===== src/rtl/median_window_ctrl.sv =====
// Sliding-window median controller: paces sample insertions into a chain of sort cells
// and returns the rank-K value of every full window on a valid/ready port.
module median_window_ctrl #(
    parameter int unsigned R_WIDTH    = 8,
    parameter int unsigned N          = 3,
    parameter int unsigned K          = N / 2,
    parameter int unsigned FIFO_DEPTH = 4,
    parameter int unsigned F_WIDTH    = $clog2(N + 1)
) (
    input  logic                 clk,
    input  logic                 srst,
    input  logic                 s_valid,
    output logic                 s_ready,
    input  logic [R_WIDTH-1:0]   s_data,
    output logic                 arr_incre_en,
    output logic [R_WIDTH-1:0]   arr_X,
    input  logic [N*R_WIDTH-1:0] arr_R_flat,
    output logic                 m_valid,
    input  logic                 m_ready,
    output logic [R_WIDTH-1:0]   m_data,
    output logic [F_WIDTH-1:0]   fill_level,
    output logic                 underrun,
    output logic                 overrun,
    input  logic                 clr_flags
);
    localparam int unsigned AW = $clog2(FIFO_DEPTH);

    typedef enum logic {StIdle, StRun} state_e;

    state_e             state;
    logic               ph;
    logic               cap_pend;
    logic [R_WIDTH-1:0] mem [FIFO_DEPTH];
    logic [AW-1:0]      rd_ptr;
    logic [AW-1:0]      wr_ptr;
    logic [AW:0]        count;

    logic fifo_empty;
    logic fifo_full;
    logic push;
    logic pop;
    logic insert;
    logic starve;
    logic fill_full;
    logic capture;
    logic unused_rbus;

    assign fifo_empty = (count == '0);
    assign fifo_full  = (count == (AW + 1)'(FIFO_DEPTH));
    assign s_ready    = ~fifo_full;
    assign push       = s_valid & ~fifo_full;
    // Pops only on the edge closing a ph=1 cycle, so arr_X is stable through the ph=0 cycle.
    assign pop        = ph & ~fifo_empty;
    assign insert     = ~ph & arr_incre_en;
    assign starve     = ph & fifo_empty & (state == StRun);
    assign fill_full  = (fill_level == F_WIDTH'(N));
    // cap_pend marks an insertion one ph=0 edge ago; the chain has settled by now.
    assign capture    = ~ph & cap_pend & fill_full;
    assign unused_rbus = ^arr_R_flat;

    always_ff @(posedge clk) begin
        if (push) begin
            mem[wr_ptr] <= s_data;
        end
    end

    always_ff @(posedge clk or posedge srst) begin
        if (srst) begin
            state        <= StIdle;
            ph           <= 1'b0;
            cap_pend     <= 1'b0;
            rd_ptr       <= '0;
            wr_ptr       <= '0;
            count        <= '0;
            arr_incre_en <= 1'b0;
            arr_X        <= '0;
            fill_level   <= '0;
            m_valid      <= 1'b0;
            m_data       <= '0;
            underrun     <= 1'b0;
            overrun      <= 1'b0;
        end else begin
            ph     <= ~ph;
            wr_ptr <= wr_ptr + AW'(push);
            rd_ptr <= rd_ptr + AW'(pop);
            count  <= count + (AW + 1)'(push) - (AW + 1)'(pop);

            if (pop) begin
                arr_X        <= mem[rd_ptr];
                arr_incre_en <= 1'b1;
                state        <= StRun;
            end else if (starve) begin
                arr_incre_en <= 1'b0;
                state        <= StIdle;
            end

            if (starve) begin
                fill_level <= '0;
            end else if (insert && !fill_full) begin
                fill_level <= fill_level + F_WIDTH'(1);
            end

            if (!ph) begin
                cap_pend <= insert;
            end

            if (capture) begin
                m_data  <= arr_R_flat[K*R_WIDTH +: R_WIDTH];
                m_valid <= 1'b1;
            end else if (m_ready) begin
                m_valid <= 1'b0;
            end

            underrun <= (underrun & ~clr_flags) | starve;
            overrun  <= (overrun & ~clr_flags) | (capture & m_valid & ~m_ready);
        end
    end

endmodule

===== config.mk =====
export PLATFORM = sky130hd
export DESIGN_NAME = median_window_ctrl
export DESIGN_NICKNAME = d
export VERILOG_FILES = /design/src/rtl/median_window_ctrl.sv
export SDC_FILE = /design/constraint.sdc
export NUM_CORES = 1
export LEC_CHECK = 0
export ABC_AREA = 1
export CAP_MARGIN = 10
export CORE_ASPECT_RATIO = 0.8
export CORE_MARGIN = 4
export CORE_UTILIZATION = 50
export CTS_CLUSTER_SIZE = 14
export DETAILED_ROUTE_END_ITERATION = 6
export PLACE_DENSITY = 0.85
export RECOVER_POWER = 50
export SLEW_MARGIN = 20
export SYNTH_ARGS = -nofsm -noshare
export SYNTH_HDL_FRONTEND = slang
export SYNTH_SLANG_ARGS = --single-unit

===== constraint.sdc =====
create_clock -name clk -period 2.3 [get_ports clk]
set_input_delay 0.46 -clock clk [delete_from_list [all_inputs] [get_ports clk]]
set_output_delay 0.46 -clock clk [all_outputs]
set_load 0.005 [all_outputs]

Yosys cells after proc, flatten, opt, wreduce, memory -nomap -nowiden

Memories as Yosys holds them, arrays and structs flattened. A register that Yosys moved wholly into a read port is not among the register bits.
Cells that the tools add are included.
W data, S select, Z words.

Flip-flop bits (word level): 23
RAM bits: 32
Input bits: 37
Output and inout port bits: 23
Memories: 1

Add/sub/neg operators: 5
Eq/ne operators: 2
Muxes and demuxes: 8
Bitwise operators: 18
Reductions and logical operators: 6

Memory list:

| memory | words | width | rd ports | clocked after memory_dff | write ports | RTL line | source |
|---|---|---|---|---|---|---|---|
| mem    | 4     | 8     | 1        | 1                        | 1           | 33       | `logic [R_WIDTH-1:0] mem [FIFO_DEPTH];` |

Operator list:

| cell                  | number |
|---|---|
| $and A1 B1 Y1         | 11 |
| $mux W1               | 6 |
| $reduce_bool A2 Y1    | 3 |
| $not A1 Y1            | 5 |
| $add A2 B1 Y2         | 2 |
| $mux W2               | 2 |
| $add A3 B1 Y3         | 1 |
| $eq A3 B3 Y1 const B  | 1 |
| $logic_not A3 Y1      | 1 |
| $sub A3 B1 Y3         | 1 |
| $add A2 B1 Y2 const B | 1 |
| $eq A2 B2 Y1 const B  | 1 |
| $or A1 B1 Y1          | 2 |
| $logic_and A1 B1 Y1   | 1 |
| $logic_not A1 Y1      | 1 |

Longest topological paths before layout

Gate-level depths: netlist of the first run.

Word-level depth: 6
Mapped depth: 9
Depth with buffers taken out: 9

Worst setup path before layout of the first run

No wires, ideal clock.

Kind: register to register
Start point: register count[1]
End point: register count[2]
Library setup time: 0.129 ns
Arrival: 1.631 ns
Data required time: 2.171 ns
Slack: 0.540 ns
Cell stages (with the launch flop): 10
Path buffers: 0
Period minus slack after synthesis: 1.760 ns
Path through: dfrtp_1 nor2_2 nand2_2 nand2_4 inv_2 nand2_1 nand2_1 ha_1 fa_1 xor2_1

Cells in the longest elaborated chain, start to end: 5
Elaborated cells on any way between the ends: 8
Classes of those cells: add/sub: 2; eq/ne: 1; bitwise: 4; reduce/logical: 1

RTL lines:

| what                   | RTL line | source |
|---|---|---|
| start, declared        | 36       | `logic [AW:0] count;` |
| start signal, assigned | 86       | `count <= count + (AW + 1)'(push) - (AW + 1)'(pop);` |
| $eq A3 B3 Y1           | 49       | `assign fifo_full = (count == (AW + 1)'(FIFO_DEPTH));` |
| $not A1 Y1             | 51       | `assign push = s_valid & ~fifo_full;` |
| $and A1 B1 Y1          | 51       |  |
| $add A3 B1 Y3          | 86       |  |
| $sub A3 B1 Y3 (*)      | 86       |  |

Every way passes the cells marked *; elsewhere a longest branch is shown, timed or not.
A chain may end at the register's enable or synchronous reset.

Worst setup path after layout of the first run

Same ends and word-level chain as after synthesis.

==> impl_metrics.env, run 1 <==
export IMPL_dr_pass1_iters=4
export IMPL_finalWeightedCongestion=0.756
export IMPL_die_width_um=90.3
export IMPL_cts_root_buffer_cell="clkbuf_8"
export IMPL_start_util_pct=52.9
export IMPL_slew_viol_final=0
export IMPL_clk_transition_reported_paths_ns=0.07
export IMPL_vias=1847
export IMPL_seq_area_frac_synth_pct=64.1
export IMPL_final_cell_count_no_fill=382
export IMPL_placed_cells_incl_taps=366
export IMPL_die_area_sq_um=6660
export IMPL_antenna_cells_inserted=0
export IMPL_post_route_min_period_ns=2.12
export IMPL_dpl_hpwl_um=3480
export IMPL_tritoncts="built"
export IMPL_design_final_nets=356
export IMPL_worst_skew_pair_later_pin_latency_ns=0.34
export IMPL_postSynthRegisterBits=63
export IMPL_worstPathRequired_ns=2.53
export IMPL_max_vdd_ir_drop_mv=0.703
export IMPL_first_global_vias=1795
export IMPL_outcome="complete, no violations"
export IMPL_post_drt_via_cell_ratio=4.84
export IMPL_post_cts_buffers=0
export IMPL_maxCapViolCount=0
export IMPL_fin_crit_sh_pct=92.3
export IMPL_worst_path_max_fanout=12
export IMPL_placement_rows=23
export IMPL_postSynthNetCount=302
export IMPL_drt_initial_drc_count=85
export IMPL_cts_made_buffers=9
export IMPL_port_buffers=43
export IMPL_finalSetupViolations=0
export IMPL_post_route_cells_drive_above_1_share_pct=10.9
export IMPL_syn_avg_cell_area_sq_um=10.4
export IMPL_syn_cell_area_sq_um=2710
export IMPL_setup_repair_after_global_routing_missed_its_margin="no"
export IMPL_pin_count=60
export IMPL_whs_ns=0.484
export IMPL_routed_wl_um=4970
export IMPL_globalRoute_totalOverflow=0
export IMPL_fillers=419
export IMPL_hold_viol=0
export IMPL_global_route_wire_length_before_repair_um=8140
export IMPL_finalClockSkew_ns=0.00793
export IMPL_cts_htree_levels=3
export IMPL_core_region_area_sq_um=5120
export IMPL_clkSinkCount=63
export IMPL_relative_area_change_from_synthesis_to_final_layout_pct=23.4
export IMPL_antenna_found_initial=0
export IMPL_clock_path_buffers=2
export IMPL_post_cts_resized_instances=0
export IMPL_max_freq_mhz=471
export IMPL_synthesis_yosys_warnings=0
export IMPL_path_class="register to register"
export IMPL_worstSetupEndpointType="register"
export IMPL_power_leakage_nw=1.59
export IMPL_hold_buffers=0
export IMPL_timing_slew_headroom_pct=47.9
export IMPL_grt_start_max_net_pins=32
export IMPL_avgRoutedWirePerCell_um=13.0
export IMPL_setup_worst_path_start_class="register"
export IMPL_worst_hold_path_type="register to register"
export IMPL_design_power_total_mw=4.10
export IMPL_postSynthCellCount=261
export IMPL_die_h_um=73.8
export IMPL_cp_arrival_ns=2.35
export IMPL_grt_util_all_layers_pct=16.2
export IMPL_netlist_cell_type_count=26
export IMPL_worst_slew_pin_slew_ns=0.781
export IMPL_power_density_nw_per_um2=1230
export IMPL_tns_ns=0
export IMPL_ant_nets=0
export IMPL_drc_violations_left=0
-- logic make-up (layout without fill, tap and decap cells) --
kind of cell	after synthesis	in the layout	share of synthesized area (%)
adders and majority gates	4	4	2.13
buffers and inverters	60	119	10.1
AOI/OAI and AO/OA	10	10	3.23
and+or+nand+nor	120	120	19.1
xor gates and xnor gates	4	4	1.29
DFF	63	63	64.1
-- placed cells by master (no fill, tap or decap) --
cell	count
buf_4	5
clkbuf_2	1
clkbuf_8	9
clkdlybuf4s50_1	34
clkinv_1	1
clkinv_2	1
clkinv_4	1
clkinvlp_2	1
clkinvlp_4	3
dfrtp_1	31
dlygate4sd3_1	9
edfxtp_1	32
fa_1	1
ha_1	3
inv_1	50
inv_2	2
inv_4	1
inv_6	1
nand2_1	88
nand2_2	2
nand2_4	1
nand3_1	20
nand3b_1	1
nand4_1	2
nor2_1	2
nor3_1	4
o21ai_0	3
o21ai_2	6
o22ai_2	1
xnor2_1	1
xor2_1	3
-- per-stage QoR --
stage / cell area, sq um / util, % / worst slack (ns)
6_report: 3340 / 65.2 / 0.178
5_1_grt: 3340 / 65.2 / 0.0992
4_1_cts: 3370 / 65.7 / 0.254
3_5_place_dp: 3190 / 62.4 / 0.202
3_3_place_gp: 3190 / 62.4 / 0.250
2_1_floorplan: 2710 / - / 0.540
-- path summary, 6_finish.rpt --
path                                            start                     to  slack (ns)  depth (start not counted)
worst max-delay path               count[1]$_DFF_PP0_     count[2]$_DFF_PP0_        0.18                          9
worst min-delay path            m_data[4]$_DFFE_PP0N_  m_data[4]$_DFFE_PP0N_        0.48                          2
worst max register to register     count[1]$_DFF_PP0_     count[2]$_DFF_PP0_        0.18                          9
worst min register to register  m_data[4]$_DFFE_PP0N_  m_data[4]$_DFFE_PP0N_        0.48                          2
max in group asynchronous                        srst    rd_ptr[0]$_DFF_PP0_        1.03                          3
min in group asynchronous                        srst   arr_X[4]$_DFFE_PP0P_        0.78                          3
-- power by group --
part / internal [mW] / leakage [nW] / switching (mW)
sequential: 1.57 / 0.662 / 0.273
combinational: 0.702 / 0.847 / 0.726
clock: 0.389 / 0.0793 / 0.436
total: 2.66 / 1.59 / 1.43
-- state kept, by name, summed over array words and instances, names as in the netlist --
| name | flops |
|---|---|
| mem | 32 |
| cap_pend | 1 |
| wr_ptr | 2 |
| arr_X | 8 |
| state | 1 |
| underrun | 1 |
| rd_ptr | 2 |
| fill_level | 2 |
| ph | 1 |
| m_valid | 1 |
| overrun | 1 |
| count | 3 |
| m_data | 8 |
-- cell usage after synthesis --
| cell type | n | share of area (%) |
|---|---|---|
| xnor2_1 | 1 | 0.32 |
| buf_4 | 1 | 0.28 |
| nand3_4 | 1 | 0.65 |
| inv_2 | 2 | 0.28 |
| fa_1 | 1 | 0.74 |
| inv_4 | 2 | 0.46 |
| buf_2 | 1 | 0.18 |
| buf_6 | 3 | 1.2 |
| o21ai_2 | 8 | 2.6 |
| edfxtp_1 | 32 | 35 |
| nor2_1 | 1 | 0.14 |
| nand4_1 | 2 | 0.46 |
| inv_1 | 50 | 6.9 |
| xor2_1 | 3 | 0.97 |
| dfrtp_1 | 31 | 29 |
| nor2_2 | 1 | 0.23 |
| o21ai_0 | 1 | 0.18 |
| buf_12 | 1 | 0.74 |
| nand2_1 | 88 | 12 |
| nand2_2 | 2 | 0.46 |
| ha_1 | 3 | 1.4 |
| nor3_1 | 4 | 0.74 |
| o22ai_2 | 1 | 0.46 |
| nand3b_1 | 1 | 0.28 |
| nand3_1 | 19 | 3.5 |
| nand2_4 | 1 | 0.42 |
-- worst max-delay path, cell delays in order, from the launching register on --
cell	delay [ns]
dfrtp_1	0.42
nor2_1	0.24
nand2_2	0.13
nand2_4	0.16
inv_2	0.12
nand2_1	0.12
nand2_1	0.07
ha_1	0.18
fa_1	0.39
xor2_1	0.17
-- cell type report --
type                    instances  area (sq um)  area share, %
multi-input cells             138           674           20.2
repair buffers                 49           473           14.2
flip-flops and latches         63          1740           52.0
clock buffers                   9           124           3.71
clock inverters                 7          48.8           1.46
well taps                      62          77.6           2.32
inverters                      54           206           6.18
-- metal layers --
layer / global-route usage (%) / wire, um
met4: 5.43 / 19
met1: 18.7 / 2160
met2: 26.7 / 2500
met3: 8.09 / 294
met5: 0 / 0
(Power assumes the default switching activity.)
==> run 2: changes to the inputs <==
--- a/config.mk
+++ b/config.mk
@@ -7,12 +7,15 @@
 export LEC_CHECK = 0
 export ABC_AREA = 1
 export CAP_MARGIN = 10
+export CELL_PAD_IN_SITES_DETAIL_PLACEMENT = 1
+export CELL_PAD_IN_SITES_GLOBAL_PLACEMENT = 1
 export CORE_ASPECT_RATIO = 0.8
 export CORE_MARGIN = 4
-export CORE_UTILIZATION = 50
+export CORE_UTILIZATION = 38
 export CTS_CLUSTER_SIZE = 14
 export DETAILED_ROUTE_END_ITERATION = 6
-export PLACE_DENSITY = 0.85
+export GPL_ROUTABILITY_DRIVEN = 0
+export PLACE_DENSITY = 0.84
 export RECOVER_POWER = 50
 export SLEW_MARGIN = 20
 export SYNTH_ARGS = -nofsm -noshare
==> run 2 against run 1 <==
First-iteration DRC count increased by 13%. Non-clock buffer count unchanged. Sequential share of layout area shrank 0.77 points. Clock skew is 0.0029 ns higher. Critical path depth fell by 6. Register-to-register slack better by 0.08 ns. Total power is 3.0% higher. Highest routed layer unchanged. Hold slack got worse by 0.0028 ns. Die area rose by 28%. Utilization decreased by 16 points. Cell count up 6.5%.
==> impl_metrics.env, run 2 (synthesized netlist as in run 1, its figures left out) <==
export IMPL_outcome="complete, no violations"
export IMPL_path_class="register to output pin"
export IMPL_antenna_cells_inserted=0
export IMPL_post_route_min_period_ns=2.07
export IMPL_timing_slew_headroom_pct=47.8
export IMPL_post_route_cells_drive_above_1_share_pct=10.3
export IMPL_grt_start_max_net_pins=32
export IMPL_die_width_um=102
export IMPL_top_flop_regs="mem (32), arr_X (8), m_data (8)"
export IMPL_post_cts_resized_instances=0
export IMPL_worstSetupEndpointType="output pin"
export IMPL_setup_worst_path_start_class="register"
export IMPL_crit_path_max_incr_delay_ns=0.47
export IMPL_power_density_nw_per_um2=1240
export IMPL_post_place_ws_ns=0.191
export IMPL_clkSinkCount=63
export IMPL_cp_arrival_ns=1.61
export IMPL_worst_path_max_fanout=3
export IMPL_met1_length_um=2440
export IMPL_power_leakage_nw=1.61
export IMPL_drc_violations_left=0
export IMPL_tns_ns=0
export IMPL_largest_register_ff_count=32
export IMPL_design_power_total_mw=4.22
export IMPL_globalRoute_totalOverflow=0
export IMPL_topRoutingLayerUsed="met4"
export IMPL_final_cell_mix="88 x nand2_1, 50 x inv_1, 34 x clkdlybuf4s50_1, 32 x edfxtp_1, 31 x dfrtp_1"
export IMPL_worst_slew_pin_slew_ns=0.783
export IMPL_maxCapViolCount=0
export IMPL_slew_viol_final=0
export IMPL_pin_count=60
export IMPL_tritoncts="built"
export IMPL_design_final_nets=356
export IMPL_regMostFlops="mem"
export IMPL_dpl_hpwl_um=3960
export IMPL_clock_path_buffers=2
export IMPL_worstPathRequired_ns=1.84
export IMPL_worst_skew_pair_later_pin_latency_ns=0.33
export IMPL_cts_htree_levels=3
export IMPL_final_util_pct=49.2
export IMPL_placement_rows=27
export IMPL_fin_crit_sh_pct=90.1
export IMPL_post_cts_buffers=0
export IMPL_whs_ns=0.482
export IMPL_drt_initial_drc_count=96
export IMPL_cts_root_buffer_cell="clkbuf_8"
export IMPL_clk_transition_reported_paths_ns=0.07
export IMPL_dr_pass1_iters=4
export IMPL_crit_chain="nor2_1 > nand2_1 > clkdlybuf4s50_1"
export IMPL_max_freq_mhz=482
export IMPL_max_vdd_ir_drop_mv=0.552
export IMPL_port_buffers=43
export IMPL_finalSetupViolations=0
export IMPL_ant_nets=0
export IMPL_grt_util_all_layers_pct=15.1
export IMPL_antenna_found_initial=0
export IMPL_first_global_vias=2047
export IMPL_wl_met2_um=2920
export IMPL_routed_wl_um=5700
export IMPL_routed_wl_met3_um=283
export IMPL_core_region_area_sq_um=6890
export IMPL_start_util_pct=39.3
export IMPL_vias=1837
export IMPL_hold_viol=0
export IMPL_hold_buffers=0
export IMPL_critical_path_slowest_cell="clkdlybuf4s50_1"
export IMPL_worst_hold_path_type="register to register"
export IMPL_global_route_wire_length_before_repair_um=9690
export IMPL_die_area_sq_um=8550
export IMPL_relative_area_change_from_synthesis_to_final_layout_pct=25.2
export IMPL_postLayoutSetupSlackWorst_ns=0.227
export IMPL_setup_repair_after_global_routing_missed_its_margin="no"
export IMPL_finalClockSkew_ns=0.0108
export IMPL_post_drt_via_cell_ratio=4.51
export IMPL_mostFrequentLayoutCell="nand2_1"
export IMPL_cts_made_buffers=9
export IMPL_die_h_um=83.5
export IMPL_avgRoutedWirePerCell_um=14.0
==> run 2: cell types whose count changed in the layout (fill, tap and decap cells not counted), sizes merged <==
cell / before / now
clkinvlp: 4 / 1
clkinv: 3 / 1
clkbuf: 10 / 15
==> run 2: routing by layer <==
layer / GRT usage [%] / vias to the layer above
li1: - / 913
met1: 18.2 / 882
met2: 25.4 / 36
met3: 6.02 / 6
met4: 3.58 / 0
met5: 0 / -
==> run 2: path summary, 6_finish.rpt <==
check                                           from                   endpoint  slack (ns)  cells past startpoint
worst max-delay path              count[1]$_DFF_PP0_                    s_ready        0.23                      3
worst max register to register    count[1]$_DFF_PP0_         count[2]$_DFF_PP0_        0.26                      9
max in group asynchronous                       srst  fill_level[1]$_DFFE_PP0P_        1.00                      3
min in group asynchronous                       srst       arr_X[7]$_DFFE_PP0P_        0.80                      3
worst min register to register  arr_X[7]$_DFFE_PP0P_       arr_X[7]$_DFFE_PP0P_        0.48                      2
worst min-delay path            arr_X[7]$_DFFE_PP0P_       arr_X[7]$_DFFE_PP0P_        0.48                      2
==> run 2: worst max-delay path, delay by kind of cell (launching register included) <==
kind,cells,cell delay [ns]
buf+inv,1,0.47
flops,1,0.41
simple gates,2,0.39
==> run 2: through the flow <==
step           cells  instance area, sq um
6_report         407                  3390
5_1_grt          407                  3390
4_1_cts          407                  3420
3_5_place_dp     391                  3230
3_3_place_gp     391                  3230
2_1_floorplan    261                  2710
==> run 2: report_power, final <==
part	internal [mW]	switching [mW]
Clock	0.516	0.406
Sequential	1.57	0.276
Combinational	0.701	0.749
==> run 2: final cells by class <==
| type | count | area [sq um] |
|---|---|---|
| repair buffers | 49 | 473 |
| fillers | 784 | 3500 |
| multi-input cells | 138 | 671 |
| flip-flops and latches | 63 | 1740 |
| clock inverters | 2 | 11.3 |
| clock buffers | 14 | 184 |
| well taps | 87 | 109 |
| inverters | 54 | 206 |
==> run 3: changes to the inputs <==
--- a/config.mk
+++ b/config.mk
@@ -6,16 +6,16 @@
 export NUM_CORES = 1
 export LEC_CHECK = 0
 export ABC_AREA = 1
-export CAP_MARGIN = 10
+export CAP_MARGIN = 20
 export CELL_PAD_IN_SITES_DETAIL_PLACEMENT = 1
 export CELL_PAD_IN_SITES_GLOBAL_PLACEMENT = 1
 export CORE_ASPECT_RATIO = 0.8
 export CORE_MARGIN = 4
-export CORE_UTILIZATION = 38
+export CORE_UTILIZATION = 37
 export CTS_CLUSTER_SIZE = 14
 export DETAILED_ROUTE_END_ITERATION = 6
 export GPL_ROUTABILITY_DRIVEN = 0
-export PLACE_DENSITY = 0.84
+export PLACE_DENSITY = 0.82
 export RECOVER_POWER = 50
 export SLEW_MARGIN = 20
 export SYNTH_ARGS = -nofsm -noshare
==> run 3 against run 2 <==
Sequential share of layout area is 0.057 points higher. Wire length is 3.1% higher. Combinational power hardly changed. Register-to-register slack better by 0.04 ns. Sequential cell count stayed put.
==> impl_metrics.env, run 3 (synthesized netlist as in run 1, its figures left out) <==
export IMPL_outcome="complete, no violations"
export IMPL_die_width_um=104
export IMPL_routed_wl_um=5880
export IMPL_worst_skew_pair_later_pin_latency_ns=0.33
export IMPL_cts_made_buffers=9
export IMPL_max_freq_mhz=491
export IMPL_path_class="register to output pin"
export IMPL_final_cell_count_no_fill=407
export IMPL_ant_nets=0
export IMPL_setup_worst_path_start_class="register"
export IMPL_regMostFlops="mem"
export IMPL_post_route_cells_drive_above_1_share_pct=10.9
export IMPL_fillers=793
export IMPL_drt_initial_drc_count=50
export IMPL_relative_area_change_from_synthesis_to_final_layout_pct=25.1
export IMPL_timing_slew_headroom_pct=47.7
export IMPL_max_vdd_ir_drop_mv=0.491
export IMPL_multi_input_comb_area_sq_um=671
export IMPL_tritoncts="built"
export IMPL_design_power_total_mw=4.21
export IMPL_slew_viol_final=0
export IMPL_worst_slew_pin_slew_ns=0.784
export IMPL_worst_hold_path_type="register to register"
export IMPL_final_cell_mix="88 x nand2_1, 50 x inv_1, 34 x clkdlybuf4s50_1, 32 x edfxtp_1, 31 x dfrtp_1"
export IMPL_grt_util_all_layers_pct=14.7
export IMPL_dpl_hpwl_um=4220
export IMPL_grt_start_max_net_pins=32
export IMPL_fin_crit_sh_pct=88.6
export IMPL_post_drt_via_cell_ratio=4.63
export IMPL_power_frac_clock_pct=21.3
export IMPL_finalSetupViolations=0
export IMPL_tns_ns=0
export IMPL_power_leakage_nw=1.61
export IMPL_port_buffers=43
export IMPL_start_util_pct=38.7
export IMPL_antenna_found_initial=0
export IMPL_power_share_combinational_pct=34.5
export IMPL_final_util_pct=48.4
export IMPL_cts_htree_levels=3
export IMPL_power_density_nw_per_um2=1240
export IMPL_worst_path_max_fanout=3
export IMPL_placement_rows=27
export IMPL_maxCapViolCount=0
export IMPL_cts_root_buffer_cell="clkbuf_8"
export IMPL_layout_area_seq_sq_um=1740
export IMPL_design_final_nets=356
export IMPL_hold_viol=0
export IMPL_largest_register_ff_count=32
export IMPL_worstSetupEndpointType="output pin"
export IMPL_finalClockSkew_ns=0.00584
export IMPL_first_global_vias=2107
export IMPL_cp_arrival_ns=1.58
export IMPL_die_area_sq_um=8760
export IMPL_placed_cells_incl_taps=391
export IMPL_p_sw_share_pct=34.6
export IMPL_cellInternalPower_mw=2.75
export IMPL_core_region_area_sq_um=6990
export IMPL_post_cts_resized_instances=0
export IMPL_whs_ns=0.481
export IMPL_post_route_min_period_ns=2.04
export IMPL_share_seq_of_total_power_pct=44.2
export IMPL_global_route_wire_length_before_repair_um=10000
export IMPL_top_flop_regs="mem (32), arr_X (8), m_data (8)"
export IMPL_vias=1884
export IMPL_die_h_um=84.5
export IMPL_clkSinkCount=63
export IMPL_hold_buffers=0
export IMPL_clk_transition_reported_paths_ns=0.07
export IMPL_setup_repair_after_global_routing_missed_its_margin="no"
export IMPL_post_cts_buffers=0
export IMPL_antenna_cells_inserted=0
export IMPL_drc_violations_left=0
export IMPL_mostFrequentLayoutCell="nand2_1"
export IMPL_worstPathRequired_ns=1.84
export IMPL_dr_pass1_iters=4
export IMPL_globalRoute_totalOverflow=0
export IMPL_clock_path_buffers=2
export IMPL_power_switching_mw=1.46
export IMPL_avgRoutedWirePerCell_um=14.4
export IMPL_pin_count=60
run 3: metrics by stage:
| step | area (sq um) | worst slack, ns |
|---|---|---|
| global placement | 3230 | 0.244 |
| detailed placement | 3230 | 0.187 |
| floorplan | 2710 | 0.540 |
| finish | 3390 | 0.262 |
| CTS | 3420 | 0.303 |
| global route | 3390 | 0.123 |
run 3: power by group through the flow:
stage                     clock (mW)  combinational [mW]  sequential [mW]
final                          0.896                1.45             1.86
after global routing           0.987                1.67             1.91
after CTS                      0.928                1.51             1.87
after detailed placement           0                1.50             1.89
after global placement             0                1.42             1.87
after floorplan                    0               0.907             1.77
run 3: worst paths after layout:
| path | slack, ns | to | startpoint | cells after the start |
|---|---|---|---|---|
| max in group asynchronous | 1.01 | arr_X[7]$_DFFE_PP0P_ | srst | 3 |
| setup reg to reg | 0.30 | count[2]$_DFF_PP0_ | count[1]$_DFF_PP0_ | 9 |
| hold / removal | 0.48 | arr_X[6]$_DFFE_PP0P_ | arr_X[6]$_DFFE_PP0P_ | 2 |
| setup / recovery | 0.26 | s_ready | count[1]$_DFF_PP0_ | 3 |
| hold reg to reg | 0.48 | arr_X[6]$_DFFE_PP0P_ | arr_X[6]$_DFFE_PP0P_ | 2 |
| min in group asynchronous | 0.80 | fill_level[0]$_DFFE_PP0P_ | srst | 3 |
run 3: metal layers:
metal,wire (um),global-route usage (%),vias up
li1,-,-,917
met4,65,3.86,0
met1,2510,16.7,923
met5,0,0,-
met2,3020,25.8,37
met3,281,6.00,7
run 3: layout make-up:
class | instances | share of cell area (%)
tap | 87 | 3.21
clock buffer | 11 | 4.80
timing repair buffer | 49 | 14.0
inverter | 54 | 6.10
sequential | 63 | 51.3
clock inverter | 5 | 0.850
multi-input combinational | 138 | 19.8
run 3: worst max-delay path: stages, from the launching register on:
cell and delay (ns):
dfrtp_1 0.41, nor2_1 0.23, nand2_1 0.14, clkdlybuf4s50_1 0.47
==> patch 1 (flow settings as in run 3) <==
The parameter `FIFO_DEPTH` goes from 4 to 8.
--- a/src/rtl/median_window_ctrl.sv
+++ b/src/rtl/median_window_ctrl.sv
@@ -5,5 +5,5 @@
     parameter int unsigned N          = 3,
     parameter int unsigned K          = N / 2,
-    parameter int unsigned FIFO_DEPTH = 4,
+    parameter int unsigned FIFO_DEPTH = 8,
     parameter int unsigned F_WIDTH    = $clog2(N + 1)
 ) (
Check against the original RTL: not equivalent (a bounded check fails within 10 cycles, from zero or initial values and one cycle with srst high).
==> patch 1 against run 3 <==
  * Register-to-register slack lost 0.11 ns
  * Critical path depth grew 8
  * Via count grew 50%
  * Sequential cell count grew 35
  * Routed wire length grew 72%
  * Synthesized area grew 55%
  * Largest cell class unchanged
  * Synthesized cell count grew 47%
  * Non-clock buffer count grew 8
  * Total power grew 51%
  * Final area grew 51%
  * Setup slack lost 0.073 ns
  * First-iteration DRC count grew to 4.5 times the old value
==> patch 1: results (changes against run 3) <==
Status = finished clean
Primary FF master, synth = edfxtp_1
Post-synth EDFFs = 64 (+100%)
Clock root buffer = clkbuf_16
Syn nets = 432 (+43%)
Clock transition at path regs = 0.06 ns
Initial DRC count = 225 (+350%)
Final Net Count = 489 (+37%)
Seq/Total Area, Yosys = 65.9% (+1.8 points)
Min Tclk post-route = 2.11 ns (+0.0725 ns)
Largest registers = mem (64), arr_X (8), m_data (8)
Synth Area in Adders = 3.75% (+1.6 points)
HPWL after DPL = 6900 µm (+63%)
Synth top area cells = edfxtp_1, dfrtp_1, nand2_1, nand3_1, inv_1
Crit Path Class = reg2reg
Setup Skew = 0.00384 ns (-0.00200 ns)
Pleak = 2.27 nW (+41%)
R2R setup slack = 0.19 ns (-0.11 ns)
Commonest cells post-synth = nand2_1, inv_1, edfxtp_1
Global-route wire length before repair = 16100 µm (+61%)
R2r endpoint = count[1]$_DFF_PP0_
Routed wire length = 10100 µm (+72%)
Asr flop ratio synth = 34.7% (-15 points)
Slew HR = 37.3% (-10 points)
Post-Synth XOR/XNOR Area = 0.833% (-0.46 points)
Fill cell count = 1196 (+51%)
GRT Overall Usage = 16.6% (+1.9 points)
Clk_lat worst skew = 0.34 ns
Worst slack at placement = 0.0852 ns (-0.102 ns)
Worst Path Arrival = 2.35 ns (+0.77 ns)
Via count = 2818 (+50%)
Hold Path Class = reg2reg
Worst VDD drop = 0.469 mV (-4.6%)
R2R Path Start = count[2]$_DFF_PP0_
Multiplexer share of the synthesized area = 2.14% (+2.1 points)
R2R cell count = 11 (+2)
Largest net degree at the start of global routing = 35 (+9.4%)
Worst setup path endpoint = count[1]$_DFF_PP0_
Via count of the first global-routing pass = 3059 (+45%)
Post-synthesis compound-gate area fraction = 0.803% (-2.4 points)
I/O Buffers = 43 (unchanged)
-- patch 1: where the power goes --
part / internal [mW] / leakage [nW] / total [mW] / switching [mW]
combinational: 0.976 / 1.15 / 2.29 / 1.31
clock: 0.863 / 0.142 / 1.46 / 0.593
sequential: 2.35 / 0.976 / 2.63 / 0.272
-- patch 1: worst max-delay path, stage by stage, from the launching register on --
cell and delay [ns]:
dfrtp_1 0.37, inv_1 0.11, ha_1 0.16, inv_1 0.04, nor2_2 0.20, nor2_4 0.06
ha_1 0.28, inv_1 0.06, ha_1 0.16, inv_1 0.06, fa_1 0.47, inv_1 0.05
-- patch 1: cell type report --
type / instances / share of cell area (%)
repair buffers: 57 / 10.4
multi-input cells: 204 / 20.8
well taps: 144 / 3.53
clock buffers: 12 / 4.83
inverters: 70 / 5.25
flip-flops and latches: 98 / 54.3
clock inverters: 4 / 0.834
-- patch 1: cell families after synthesis --
family | Yosys count
AOI/OAI and AO/OA | 6
and+or+nand+nor | 174
xor gates and xnor gates | 4
adders and majority gates | 12
DFF | 98
muxes | 8
buffers and inverters | 81
-- patch 1: metal layers --
layer	vias to the layer above	track usage, %	routed length [µm]
met5	-	0	0
met4	0	5.85	181
met3	15	4.00	549
met2	64	30.0	5450
met1	1407	19.6	3930
li1	1332	-	-
-- patch 1: worst min-delay path by stage --
stage	from	slack (ns)	to	depth (start not counted)
after floorplan	arr_X[0]$_DFFE_PP0P_	0.47	arr_X[0]$_DFFE_PP0P_	2
after global placement	arr_X[6]$_DFFE_PP0P_	0.46	arr_X[6]$_DFFE_PP0P_	2
after detailed placement	arr_X[1]$_DFFE_PP0P_	0.47	arr_X[1]$_DFFE_PP0P_	2
after CTS	arr_X[1]$_DFFE_PP0P_	0.49	arr_X[1]$_DFFE_PP0P_	2
after global routing	arr_X[1]$_DFFE_PP0P_	0.52	arr_X[1]$_DFFE_PP0P_	2
final	arr_X[6]$_DFFE_PP0P_	0.48	arr_X[6]$_DFFE_PP0P_	2
-- patch 1: metrics by stage --
step	hold WS, ns	std cells	power (mW)	util (%)	cell area [µm²]
finish	0.482	589	6.37	46.5	5100
global route	0.522	589	6.84	46.5	5100
CTS	0.488	589	6.46	46.6	5110
detailed placement	0.472	573	4.96	44.0	4830
global placement	0.464	573	4.78	44.0	4830
floorplan	0.473	383	4.03	-	4210
-- patch 1: what timing repair did --
item / in CTS / in global routing
setup endpoints to repair: 0 / 2
hold buffers: 0 / 0
gates resized for setup: 0 / 1
==> patch 2 (settings of run 3) <==
Made on the original files. Reset style: synchronous (`srst`), changed in one clocked block.
--- a/src/rtl/median_window_ctrl.sv
+++ b/src/rtl/median_window_ctrl.sv
@@ -65,5 +65,5 @@
     end
 
-    always_ff @(posedge clk or posedge srst) begin
+    always_ff @(posedge clk) begin
         if (srst) begin
             state        <= StIdle;
Behaviour: differs if srst is asserted again (counterexample within 4 cycles, from zero or initial values and one cycle with srst high); with srst held inactive, the same outputs for 10 cycles.
==> patch 2 against run 3 <==
  * Synthesized area grew 0.23%
  * Count of clock-buffer cells in the layout shrank 2
  * Fmax grew 4.1%
  * Final area grew 1.7%
  * Total power shrank 17%
  * Via count grew 6.3%
  * Clock power grew 34%
  * Synthesized cell count grew 14%
  * Combinational power shrank 43%
  * Setup slack gained 0.079 ns
  * Sequential cell count is the same
  * Routed wire length grew 2.7%
  * Global-route usage grew 0.23 points
  * Critical endpoint is now m_data[3]$_SDFFE_PP0P_
==> patch 2: results (changes against run 3) <==
Status = finished clean
Synthesized area per cell = 9.14 µm² (-12%)
Met1 Wirelength = 2640 µm (+4.9%)
Synth cell types = 28 (+7.7%)
Seq/Total Area, Yosys = 58.3% (-5.9 points)
Via count of the first global-routing pass = 2173 (+3.1%)
Leading cell kind = flip-flops and latches
Int Pwr = 2.42 mW (-12%)
GRT Overall Usage = 14.9% (+0.23 points)
Slew of the pin with the lowest slew margin = 0.754 ns (-0.0301 ns)
Initial antenna violation count = 1 (+1)
Pleak = 1.46 nW (-9.5%)
Met2 WL = 3020 µm (+0.17%)
Synth warn = 0 (unchanged)
Vias per cell = 4.53 (-2.2%)
#MultiIn Comb = 167 (+21%)
Met1 usage = 17.9% (+1.3 points)
Ant. Diodes = 1 (+1)
Commonest cells post-synth = nand2_1, inv_1, edfxtp_1
Top routing layer in use = met4
Inverters = 58 (+7.4%)
Global-route wire length before repair = 10400 µm (+4.0%)
Post-Layout Cell Count = 442 (+8.6%)
H-tree levels = 3 (unchanged)
Clock root buffer = clkbuf_8
NonClk Buf Share = 13.5% (-0.49 points)
Design area = 3450 µm² (+1.7%)
CP max-delay cell = dfxtp_1
Met2 Use GR = 25.4% (-0.42 points)
Fraction of area in registers = 45.9% (-5.4 points)
Asr flop ratio synth = 0% (-49 points)
CP peak stage delay = 0.52 ns (+0.05 ns)
Cells after Synth = 297 (+14%)
Initial DRC count = 64 (+28%)
Syn nets = 338 (+12%)
Worst Path Arrival = 2.18 ns (+0.60 ns)
Final clock-cell share = 7.30% (+1.6 points)
Final Net Count = 390 (+9.6%)
Met3 GRT Util = 4.69% (-1.3 points)
Sequential cell count = 63 (unchanged)
Synth top area cells = edfxtp_1, dfxtp_1, nand2_1, inv_1, nor2_1
Multi-input gate area = 813 µm² (+21%)
Clk buf depth = 2 (unchanged)
Setup Skew = 0.00977 ns (+0.00394 ns)
Bufs w/o clock = 50 (+2.0%)
HPWL after DPL = 4410 µm (+4.5%)
Largest net degree at the start of global routing = 20 (-38%)
Critical path fanouts, max = 10 (+7)
Final ANT Viol Nets = 0 (unchanged)
Worst VDD drop = 0.426 mV (-13%)
Placed Cells = 425 (+8.7%)
Worst slack at placement = 0.146 ns (-0.0412 ns)
Fill cell count = 810 (+2.1%)
Wire length on met3 = 261 µm (-7.1%)
Routed wire length = 6040 µm (+2.7%)
Proportion of layout cells with a drive suffix above 1 = 12.1% (+1.2 points)
## patch 2: path summary, 6_finish.rpt
check	start	end	slack, ns	cells after the start
worst min register to register	m_valid$_SDFFE_PP0P_	m_valid$_SDFFE_PP0P_	0.48	2
worst max-delay path	ph$_SDFF_PP0_	m_data[3]$_SDFFE_PP0P_	0.34	6
worst min-delay path	m_valid$_SDFFE_PP0P_	m_valid$_SDFFE_PP0P_	0.48	2
worst max register to register	ph$_SDFF_PP0_	m_data[3]$_SDFFE_PP0P_	0.34	6
## patch 2: power groups by stage
stage	Sequential (mW)	Clock (mW)	Combinational, mW
6_report	1.46	1.20	0.821
5_1_grt	1.48	1.27	0.948
4_1_cts	1.46	1.22	0.855
3_5_place_dp	1.49	0	0.840
3_3_place_gp	1.47	0	0.801
2_1_floorplan	1.44	0	0.612
## patch 2: logic make-up after synthesis
family	synth area share, %
AOI/OAI and AO/OA	3.23
xor gates and xnor gates	0.646
adders and majority gates	2.12
buffers and inverters	11.2
DFF	58.3
and+or+nand+nor	24.5
